[src/rtl/accel_core_pkg.sv]
// Shared types and constants for the accelerator core register map.
// Holds the register index enum, AXI response codes and the mmap FSM state types.
package accel_core_pkg;

  localparam int unsigned MMAP_WIDTH = 32;

  // Indices 4..7 are status registers, written by the core and read-only to the host.
  typedef enum logic [3:0] {
    RegCtrl, RegCfg0, RegCfg1, RegCfg2,
    RegStatus, RegResult0, RegResult1, RegErr,
    RegScratch0, RegScratch1, RegScratch2, RegScratch3,
    RegScratch4, RegScratch5, RegScratch6, RegScratch7
  } mmap_addr_e;

  localparam logic [15:0] RO_MASK_DEFAULT = 16'h00F0;

  localparam logic [1:0] RESP_OKAY   = 2'b00;
  localparam logic [1:0] RESP_SLVERR = 2'b10;

  typedef enum logic [1:0] {WIdle, WWaitW, WWaitAw, WResp} wr_state_e;
  typedef enum logic {RIdle, RData} rd_state_e;

endpackage

[src/rtl/accel_mmap_wr_join.sv]
// Joins the AXI4-Lite AW and W channels into a single-cycle commit strobe and
// drives the B channel; one write in flight at a time.
module accel_mmap_wr_join
  import accel_core_pkg::*;
#(
  parameter int unsigned NUM_REGS = 16,
  parameter int unsigned ADDR_W   = 8,
  localparam int unsigned IDX_W   = $clog2(NUM_REGS)
) (
  input  logic                  mem_clk,
  input  logic                  mem_rst,
  input  logic [ADDR_W-1:0]     s_awaddr,
  input  logic                  s_awvalid,
  output logic                  s_awready,
  input  logic [MMAP_WIDTH-1:0] s_wdata,
  input  logic [3:0]            s_wstrb,
  input  logic                  s_wvalid,
  output logic                  s_wready,
  output logic [1:0]            s_bresp,
  output logic                  s_bvalid,
  input  logic                  s_bready,
  output logic                  commit_en,
  output logic [IDX_W-1:0]      commit_idx,
  output logic [MMAP_WIDTH-1:0] commit_data,
  output logic [3:0]            commit_strb
);

  localparam int unsigned WORD_W = ADDR_W - 2;
  localparam logic [WORD_W:0] NUM_REGS_W = (WORD_W + 1)'(NUM_REGS);

  wr_state_e             state_q, state_d;
  logic [ADDR_W-1:0]     addr_q;
  logic [MMAP_WIDTH-1:0] data_q;
  logic [3:0]            strb_q;
  logic [1:0]            bresp_q;
  logic                  latch_aw, latch_w, commit;
  logic [ADDR_W-1:0]     cm_addr;
  logic [WORD_W-1:0]     cm_word;
  logic                  cm_in_range;
  logic                  unused_addr_lsb;

  // Commit uses whichever half arrives live this cycle and the latched copy of the other.
  always_comb begin
    state_d     = state_q;
    s_awready   = 1'b0;
    s_wready    = 1'b0;
    s_bvalid    = 1'b0;
    latch_aw    = 1'b0;
    latch_w     = 1'b0;
    commit      = 1'b0;
    cm_addr     = addr_q;
    commit_data = data_q;
    commit_strb = strb_q;
    case (state_q)
      WIdle: begin
        s_awready   = 1'b1;
        s_wready    = 1'b1;
        cm_addr     = s_awaddr;
        commit_data = s_wdata;
        commit_strb = s_wstrb;
        if (s_awvalid && s_wvalid) begin
          commit  = 1'b1;
          state_d = WResp;
        end else if (s_awvalid) begin
          latch_aw = 1'b1;
          state_d  = WWaitW;
        end else if (s_wvalid) begin
          latch_w = 1'b1;
          state_d = WWaitAw;
        end
      end
      WWaitW: begin
        s_wready    = 1'b1;
        commit_data = s_wdata;
        commit_strb = s_wstrb;
        if (s_wvalid) begin
          commit  = 1'b1;
          state_d = WResp;
        end
      end
      WWaitAw: begin
        s_awready = 1'b1;
        cm_addr   = s_awaddr;
        if (s_awvalid) begin
          commit  = 1'b1;
          state_d = WResp;
        end
      end
      WResp: begin
        s_bvalid = 1'b1;
        if (s_bready) state_d = WIdle;
      end
      default: state_d = WIdle;
    endcase
  end

  assign cm_word         = cm_addr[ADDR_W-1:2];
  assign unused_addr_lsb = ^cm_addr[1:0];
  assign cm_in_range     = {1'b0, cm_word} < NUM_REGS_W;
  assign commit_en       = commit && cm_in_range;
  assign commit_idx      = cm_word[IDX_W-1:0];
  assign s_bresp         = bresp_q;

  always_ff @(posedge mem_clk or negedge mem_rst) begin
    if (!mem_rst) begin
      state_q <= WIdle;
      addr_q  <= '0;
      data_q  <= '0;
      strb_q  <= '0;
      bresp_q <= RESP_OKAY;
    end else begin
      state_q <= state_d;
      if (latch_aw) addr_q <= s_awaddr;
      if (latch_w) begin
        data_q <= s_wdata;
        strb_q <= s_wstrb;
      end
      if (commit) bresp_q <= cm_in_range ? RESP_OKAY : RESP_SLVERR;
    end
  end

endmodule

[src/rtl/accel_mmap_regs.sv]
// AXI4-Lite responder owning the accelerator mmap register array; host writes
// RW registers, the core writes status (RO) registers. Byte strobes honoured with MMAP_WSTRB_EN.
module accel_mmap_regs
  import accel_core_pkg::*;
#(
  parameter int unsigned           NUM_REGS = 16,
  parameter int unsigned           ADDR_W   = 8,
  parameter logic [NUM_REGS-1:0]   RO_MASK  = RO_MASK_DEFAULT,
  localparam int unsigned          IDX_W    = $clog2(NUM_REGS)
) (
  input  logic                                 mem_clk,
  input  logic                                 mem_rst,
  input  logic [ADDR_W-1:0]                    s_awaddr,
  input  logic                                 s_awvalid,
  output logic                                 s_awready,
  input  logic [MMAP_WIDTH-1:0]                s_wdata,
  input  logic [3:0]                           s_wstrb,
  input  logic                                 s_wvalid,
  output logic                                 s_wready,
  output logic [1:0]                           s_bresp,
  output logic                                 s_bvalid,
  input  logic                                 s_bready,
  input  logic [ADDR_W-1:0]                    s_araddr,
  input  logic                                 s_arvalid,
  output logic                                 s_arready,
  output logic [MMAP_WIDTH-1:0]                s_rdata,
  output logic [1:0]                           s_rresp,
  output logic                                 s_rvalid,
  input  logic                                 s_rready,
  input  logic                                 core_wr_en,
  input  logic [IDX_W-1:0]                     core_wr_addr,
  input  logic [MMAP_WIDTH-1:0]                core_wr_data,
  output logic [NUM_REGS-1:0][MMAP_WIDTH-1:0]  mmap
);

  localparam int unsigned WORD_W = ADDR_W - 2;
  localparam logic [WORD_W:0] NUM_REGS_W = (WORD_W + 1)'(NUM_REGS);

  logic [NUM_REGS-1:0][MMAP_WIDTH-1:0] mmap_q, mmap_d;
  logic                  commit_en;
  logic [IDX_W-1:0]      commit_idx;
  logic [MMAP_WIDTH-1:0] commit_data, wmask;
  logic [3:0]            commit_strb;

  accel_mmap_wr_join #(
    .NUM_REGS (NUM_REGS),
    .ADDR_W   (ADDR_W)
  ) u_wr_join (
    .mem_clk     (mem_clk),
    .mem_rst     (mem_rst),
    .s_awaddr    (s_awaddr),
    .s_awvalid   (s_awvalid),
    .s_awready   (s_awready),
    .s_wdata     (s_wdata),
    .s_wstrb     (s_wstrb),
    .s_wvalid    (s_wvalid),
    .s_wready    (s_wready),
    .s_bresp     (s_bresp),
    .s_bvalid    (s_bvalid),
    .s_bready    (s_bready),
    .commit_en   (commit_en),
    .commit_idx  (commit_idx),
    .commit_data (commit_data),
    .commit_strb (commit_strb)
  );

`ifdef MMAP_WSTRB_EN
  always_comb begin
    wmask = '0;
    for (int k = 0; k < 4; k++) wmask[8*k +: 8] = {8{commit_strb[k]}};
  end
`else
  logic unused_strb;
  assign unused_strb = ^commit_strb;
  assign wmask       = '1;
`endif

  // Host commits only land on RW registers, core writes only on RO ones.
  always_comb begin
    mmap_d = mmap_q;
    if (commit_en && !RO_MASK[commit_idx]) begin
      mmap_d[commit_idx] = (mmap_q[commit_idx] & ~wmask) | (commit_data & wmask);
    end
    if (core_wr_en && RO_MASK[core_wr_addr]) mmap_d[core_wr_addr] = core_wr_data;
  end

  always_ff @(posedge mem_clk or negedge mem_rst) begin
    if (!mem_rst) mmap_q <= '0;
    else          mmap_q <= mmap_d;
  end

  assign mmap = mmap_q;

  rd_state_e             rd_q, rd_d;
  logic [MMAP_WIDTH-1:0] rdata_q;
  logic [1:0]            rresp_q;
  logic [WORD_W-1:0]     rd_word;
  logic                  rd_in_range, ar_hs;
  logic                  unused_araddr_lsb;

  assign rd_word           = s_araddr[ADDR_W-1:2];
  assign unused_araddr_lsb = ^s_araddr[1:0];
  assign rd_in_range       = {1'b0, rd_word} < NUM_REGS_W;
  assign ar_hs             = s_arvalid && s_arready;

  always_comb begin
    rd_d      = rd_q;
    s_arready = 1'b0;
    s_rvalid  = 1'b0;
    case (rd_q)
      RIdle: begin
        s_arready = 1'b1;
        if (s_arvalid) rd_d = RData;
      end
      RData: begin
        s_rvalid = 1'b1;
        if (s_rready) rd_d = RIdle;
      end
      default: rd_d = RIdle;
    endcase
  end

  always_ff @(posedge mem_clk or negedge mem_rst) begin
    if (!mem_rst) begin
      rd_q    <= RIdle;
      rdata_q <= '0;
      rresp_q <= RESP_OKAY;
    end else begin
      rd_q <= rd_d;
      if (ar_hs) begin
        rdata_q <= rd_in_range ? mmap_q[rd_word[IDX_W-1:0]] : '0;
        rresp_q <= rd_in_range ? RESP_OKAY : RESP_SLVERR;
      end
    end
  end

  assign s_rdata = rdata_q;
  assign s_rresp = rresp_q;

endmodule

[config.mk]
export PLATFORM = sky130hd
export DESIGN_NAME = accel_mmap_regs
export DESIGN_NICKNAME = d
export VERILOG_FILES = /design/src/rtl/accel_core_pkg.sv /design/src/rtl/accel_mmap_wr_join.sv /design/src/rtl/accel_mmap_regs.sv
export SDC_FILE = /design/constraint.sdc
export NUM_CORES = 1
export LEC_CHECK = 0
export ABC_AREA = 1
export CAP_MARGIN = 20
export CORE_MARGIN = 3
export CORE_UTILIZATION = 45
export CTS_BUF_LIST = sky130_fd_sc_hd__clkbuf_8
export DETAILED_ROUTE_END_ITERATION = 10
export PLACE_DENSITY = 0.75
export SLEW_MARGIN = 10
export SYNTH_ARGS = -nofsm -noshare
export SYNTH_HDL_FRONTEND = slang
export SYNTH_SLANG_ARGS = --single-unit
[constraint.sdc]
create_clock -name mem_clk -period 5.9 [get_ports mem_clk]
set_clock_uncertainty 0.05 [all_clocks]
set_input_delay 1.77 -clock mem_clk [delete_from_list [all_inputs] [get_ports mem_clk]]
set_output_delay 1.77 -clock mem_clk [all_outputs]
set_load 0.02 [all_outputs]
Yosys cells after proc, flatten, opt, wreduce, memory -nomap -nowiden --
Memory sizes are Yosys's and may differ from the RTL's. Index checks and enable logic that the tools add are counted.
Operators by class: $lt $le $gt $ge 7, eq/ne operators 7, mux-type cells 41, bitwise gates (word level) 1, reduce and logical (&&, ||, !) cells 12
Operators with widths (count):
- bitwise mux 512 bit | 2
- two-way mux 512 bit | 2
- demux 32 bit (select 4 bit) | 2
- two-way mux 32 bit | 5
- binary-select mux 32 bit (select 4 bit) | 1
- two-way mux 1 bit | 17
- two-way mux 2 bit | 8
- less-than comparator 4 x 5 -> 1 bit (second input constant) | 3
- less-than comparator 6 x 5 -> 1 bit (second input constant) | 2
- >= comparator 4 x 1 -> 1 bit (second input constant) | 2
- two-way mux 8 bit | 1
- one-hot mux 2 bit (4 select lines) | 1
- logical AND 1 bit | 7
- != test 2 bit (second input constant) | 3
- == test 2 bit (second input constant) | 2
- != test 4 x 3 -> 1 bit (second input constant) | 1
- AND reduction 4 bit | 1
- OR reduction 2 bit | 2
- one-hot mux 1 bit (3 select lines) | 1
- == test 2 x 1 -> 1 bit (second input constant) | 1
- zero test 2 bit | 1
- one-hot mux 1 bit (2 select lines) | 1
- zero test 1 bit | 1
- NOT 1 bit | 1
Word-level totals: bits in registers 591, ROM bits 32, input bits 96, logic and storage cells 93, memories kept 2
Memories:
- (no name shown) | words 16, width 1, rd ports 1, clocked after Yosys merged registers in 0, wr ports 0, line accel_mmap_regs.sv:84 | if (core_wr_en && RO_MASK[core_wr_addr]) mmap_d[core_wr_addr] = core_wr_data;
- (no name shown) | words 16, width 1, rd ports 1, clocked after Yosys merged registers in 0, wr ports 0, line accel_mmap_regs.sv:81 | if (commit_en && !RO_MASK[commit_idx]) begin

Longest topological paths before layout --
depth in word-level cells 11, gate-level depth with buffers 14, depth with buffers taken out 11

Cells and area by module --
Synthesis repeated with hierarchy kept, for this count alone.
Unflattened totals: cells, all modules 3396, area, all modules 27213.6 um^2
By module, submodules not included:
- accel_mmap_regs | instances 1, cells an instance 3072, area an instance 24617.4 um^2
- accel_mmap_wr_join | instances 1, cells an instance 324, area an instance 2596.2 um^2

Least setup slack after synthesis --
OpenSTA, ideal clock, no wires.
kind register to output, start point reg u_wr_join.state_q[0], end point out s_wready, arrival 1.427 ns, data required time 4.080 ns, setup slack 2.653 ns, stages on the path, launching flop included 8, path through dfrtp_1 -> buf_6 -> inv_2 -> ha_1 -> nor2_1 -> buf_2 -> buf_2 -> inv_1
Between the ends: word-level cells in the longest chain between the ends 3
Ends and longest elaborated chain:
- start, declared | line accel_mmap_wr_join.sv:31 | wr_state_e state_q, state_d;
- start signal, assigned | line accel_mmap_wr_join.sv:106 | state_q <= WIdle;
- start signal, assigned | line accel_mmap_wr_join.sv:112 | state_q <= state_d;
- == test 2 x 1 -> 1 bit or zero test 2 bit (tied branches) | line accel_mmap_wr_join.sv:54 | case (state_q)
- OR reduction 2 bit (no line) (*)
- two-way mux 1 bit (*) | line accel_mmap_wr_join.sv:54
- end, declared | line accel_mmap_regs.sv:19 | output logic s_wready,
Every way passes the cells marked *; elsewhere a longest branch is shown, timed or not.

Worst setup path in the final report --
Ends and elaborated chain as after synthesis.

==> results.txt <==
----------------------------------------------------
[Outcome]
  Outcome ... completed

[Worst setup path]
  Critical path origin ... u_wr_join.state_q[0]
  Critical R2R Capture ... mmap[444]
  Setup CP Type ... reg2out
  Source of the worst register-to-register timing path ... u_wr_join.state_q[0]
  Number of cells traversed by the worst register-to-register path ... 12
  Startpoint class of the critical path ... flip-flop
  Crit path capture type ... primary output
  Register-to-Register Setup Slack ... 2.70 ns
  Worst Path Required ... between 4 and 5 ns
  Critical path arrival ... around 2.7 ns
  Crit-path max FO ... 12

[Place]
  Count of placed standard cells including taps ... 6323
  Placer congestion estimate ... between 0.8 and 0.9
  Number of I/O port buffers ... ~640
  Half-perimeter wire length after placement ... a little under 90000 um

[Die]
  Num rows ... just under 100
  Io pins ... about 650
  Effective utilization at floorplan ... between 40% and 50%
  Core Region ... a little over 70000 sq um
  Die H ... approximately 280 um
  Die ar. ... roughly 77000 sq um
  Die span in x ... 278 um

[Clock network]
  CTS resizes ... 0
  Clock H-tree levels ... 3
  Maximum buffer depth of the clock tree ... 3
  Root buffer selected by CTS ... sky130_fd_sc_hd__clkbuf_8
  Number of buffers inserted by hold repair at cts ... 0
  Clk_lat worst skew ... roughly 0.72 ns
  Post-CTS Setup Repair Bufs ... 0
  Clock input transition at the sequential cells of the worst setup and hold paths ... approximately 0.060 ns
  TritonCTS clock tree ... built
  Clock buffers created by TritonCTS ... roughly 110
  Clock Sink Count ... slightly below 600

[STA]
  Accumulated negative setup slack ... 0 ns
  Worst max-slew margin expressed relative to the limit ... around 30%
  Final cycle utilization of the critical path ... 76.1%
  Minimum hold slack ... 0.432 ns
  Post-route minimum period ... 4.49 ns
  Final hold violation count ... 0
  Max Freq ... 223 MHz
  Setup repair after global routing missed its margin ... false
  Least-Margin Pin Slew ... approximately 1.0 ns
  Number of max-slew violations in the final report ... 0
  Number of setup violations in the final report ... 0

[Finish]
  Core utilization of the finished layout ... around three fifths
  Ratio of cells with drive above 1 in the final layout ... 5.80%
  Layout area overhead ... 27.7%
  Final cell count without fillers ... 6518
  Final layout net count ... roughly 5600

[Global route]
  GRT overflow ... 0
  Initial antenna violation count ... 1
  Vias in the first global route ... approximately 33000
  Largest net degree at the start of global routing ... 170
  First-pass GRT wire length ... just over 200000 um
  Overall global routing resource usage ... between 30% and 40%

[Routing]
  Vias ... ~36000
  Total routed wirelength ... between 100000 and 150000 um
  Number of nets with antenna violations after routing ... 0
  Iteration-0 DRC Markers ... around 4300
  First-pass detailed-route iteration total ... 7
  Drt drc ... 0
  Via-to-Cell Ratio ... about 5.5
  Routed wirelength normalized by instance count ... 21.1 um

[Logic synthesis]
  Cell type with the largest total area after synthesis ... sky130_fd_sc_hd__dfrtp_1
  Number of distinct library cell variants in the gate-level netlist after synthesis ... 29
  Sequential cell area fraction in the yosys report ... approximately 44%
  Cell count after synthesis ... 5022
  Most instantiated cells after synthesis ... 2873 x sky130_fd_sc_hd__nand2_1, 587 x sky130_fd_sc_hd__dfrtp_1, 390 x sky130_fd_sc_hd__nand3_1, 372 x sky130_fd_sc_hd__o21ai_0, 212 x sky130_fd_sc_hd__clkbuf_1
  Portion of synthesized cell area occupied by the leading cell type ... 44.3%
  Dominant cells by area after synthesis ... sky130_fd_sc_hd__dfrtp_1 44%, sky130_fd_sc_hd__nand2_1 32%, sky130_fd_sc_hd__nand3_1 5.9%
  Synth async-reset ratio ... 100%
  Top FF cell, synth ... sky130_fd_sc_hd__dfrtp_1
  Synthesized cell area ... 33200 sq um
  Yosys warning count ... 0
  Number of enable-type register cells in the synthesized netlist ... 0
  Synth Area per Inst ... approximately 6.6 sq um
  Number of register bits inferred by synthesis ... around 600
  Most frequent cell after synthesis ... sky130_fd_sc_hd__nand2_1

[Job]
  Max capacitance violation total ... 0

[Power and ir drop]
  Peak supply drop ... between 0.0002 and 0.00025 V
  Static Leak ... roughly 22 nW
  Power density of the placed cells ... ~450 nW/um^2
  Total power after layout ... between 0.015 and 0.02 W

[Worst hold path]
  Hold path startpoint ... s_rdata[10]
  Worst hold path cell count ... 2
  Worst Hold Endpoint ... s_rdata[10]
  Hold Crit Class ... reg2reg

----------------------------------------------------
==> report_power, final <==
part	switching [W]	total [W]	internal [W]
logic	0.00623	0.00921	0.00299
clock network	0.00185	0.00400	0.00216
registers	0.00101	0.00604	0.00503
==> metrics by stage <==
stage / setup slack [ns] / instance area, sq um
3_5_place_dp: 1.39 / 40100
5_1_grt: 1.29 / 42400
6_report: 1.41 / 42400
4_1_cts: 1.38 / 42300
3_3_place_gp: 1.43 / 40100
2_1_floorplan: 2.65 / 33200
==> worst max-delay path by stage <==
| stage | depth (start not counted) | to | slack, ns |
|---|---|---|---|
| after floorplan | 7 | s_wready | 2.65 |
| after global placement | 10 | mmap[506] | 1.43 |
| after detailed placement | 10 | mmap[505] | 1.39 |
| after CTS | 5 | s_wready | 1.38 |
| after global routing | 5 | s_awready | 1.29 |
| final | 5 | s_wready | 1.41 |
==> final cells by class <==
type / count / area (sq um)
diodes: 2 / 5.00
repair buffers: 736 / 7360
clock buffers: 140 / 1930
inverters: 152 / 582
clock inverters: 50 / 269
flip-flops and latches: 587 / 14700
multi-input cells: 3901 / 16400
fillers: 6611 / 29800
well taps: 950 / 1190
==> cell families (layout without fill, tap and decap cells) <==
kind of cell    Yosys count  count (layout)  synth area share (%)
compound gates          569             569                  8.68
fa+ha+maj                 5               5                 0.189
buf+inv                 535            1078                  6.73
flops                   587             587                  44.3
mux                      32              32                  1.09
other cells               1               4                0.0113
simple gates           3293            3293                  39.0
==> routing by layer <==
layer	wire, um	vias to the layer above	global-route usage, %
met3	13000	438	6.33
li1	-	16600	-
met1	50400	16800	42.6
met2	63500	2125	54.5
met4	10900	0	23.9
met5	0	-	0
==> sequential cells by signal, indices dropped and copies added (netlist names) <==
register and count:
u_wr_join.addr_q 6, u_wr_join.state_q 2, mmap 512, rd_q 1
s_rresp 1, s_rdata 32, u_wr_join.data_q 32, u_wr_join.s_bresp 1
==> worst max-delay path: stages, from the launching register on <==
cell and delay [ns]:
sky130_fd_sc_hd__dfrtp_1 0.64, sky130_fd_sc_hd__inv_2 0.21, sky130_fd_sc_hd__ha_1 0.35, sky130_fd_sc_hd__nor2_4 0.16, sky130_fd_sc_hd__inv_1 0.06, sky130_fd_sc_hd__clkdlybuf4s50_1 0.53
==> placed cells by master (no fill, tap or decap), types with 3 or more instances in the layout <==
cell type | Yosys | final
sky130_fd_sc_hd__nor3_4 | 0 | 3
sky130_fd_sc_hd__mux2_2 | 32 | 32
sky130_fd_sc_hd__nor2_4 | 2 | 3
sky130_fd_sc_hd__nand2_1 | 2873 | 2872
sky130_fd_sc_hd__o21ai_0 | 372 | 365
sky130_fd_sc_hd__o21ai_1 | 185 | 191
sky130_fd_sc_hd__a21oi_1 | 5 | 5
sky130_fd_sc_hd__clkinv_2 | 0 | 6
sky130_fd_sc_hd__nand2_4 | 1 | 7
sky130_fd_sc_hd__buf_4 | 6 | 81
sky130_fd_sc_hd__nand3_1 | 390 | 390
sky130_fd_sc_hd__inv_1 | 148 | 185
sky130_fd_sc_hd__dfrtp_1 | 587 | 587
sky130_fd_sc_hd__nor2_2 | 6 | 8
sky130_fd_sc_hd__clkdlybuf4s50_1 | 0 | 634
sky130_fd_sc_hd__o21ai_2 | 4 | 4
sky130_fd_sc_hd__inv_2 | 4 | 3
sky130_fd_sc_hd__nor2_1 | 8 | 5
sky130_fd_sc_hd__buf_12 | 0 | 16
sky130_fd_sc_hd__clkbuf_8 | 0 | 141
sky130_fd_sc_hd__ha_1 | 5 | 5
No activity file was read; power rests on OpenSTA's default activity.
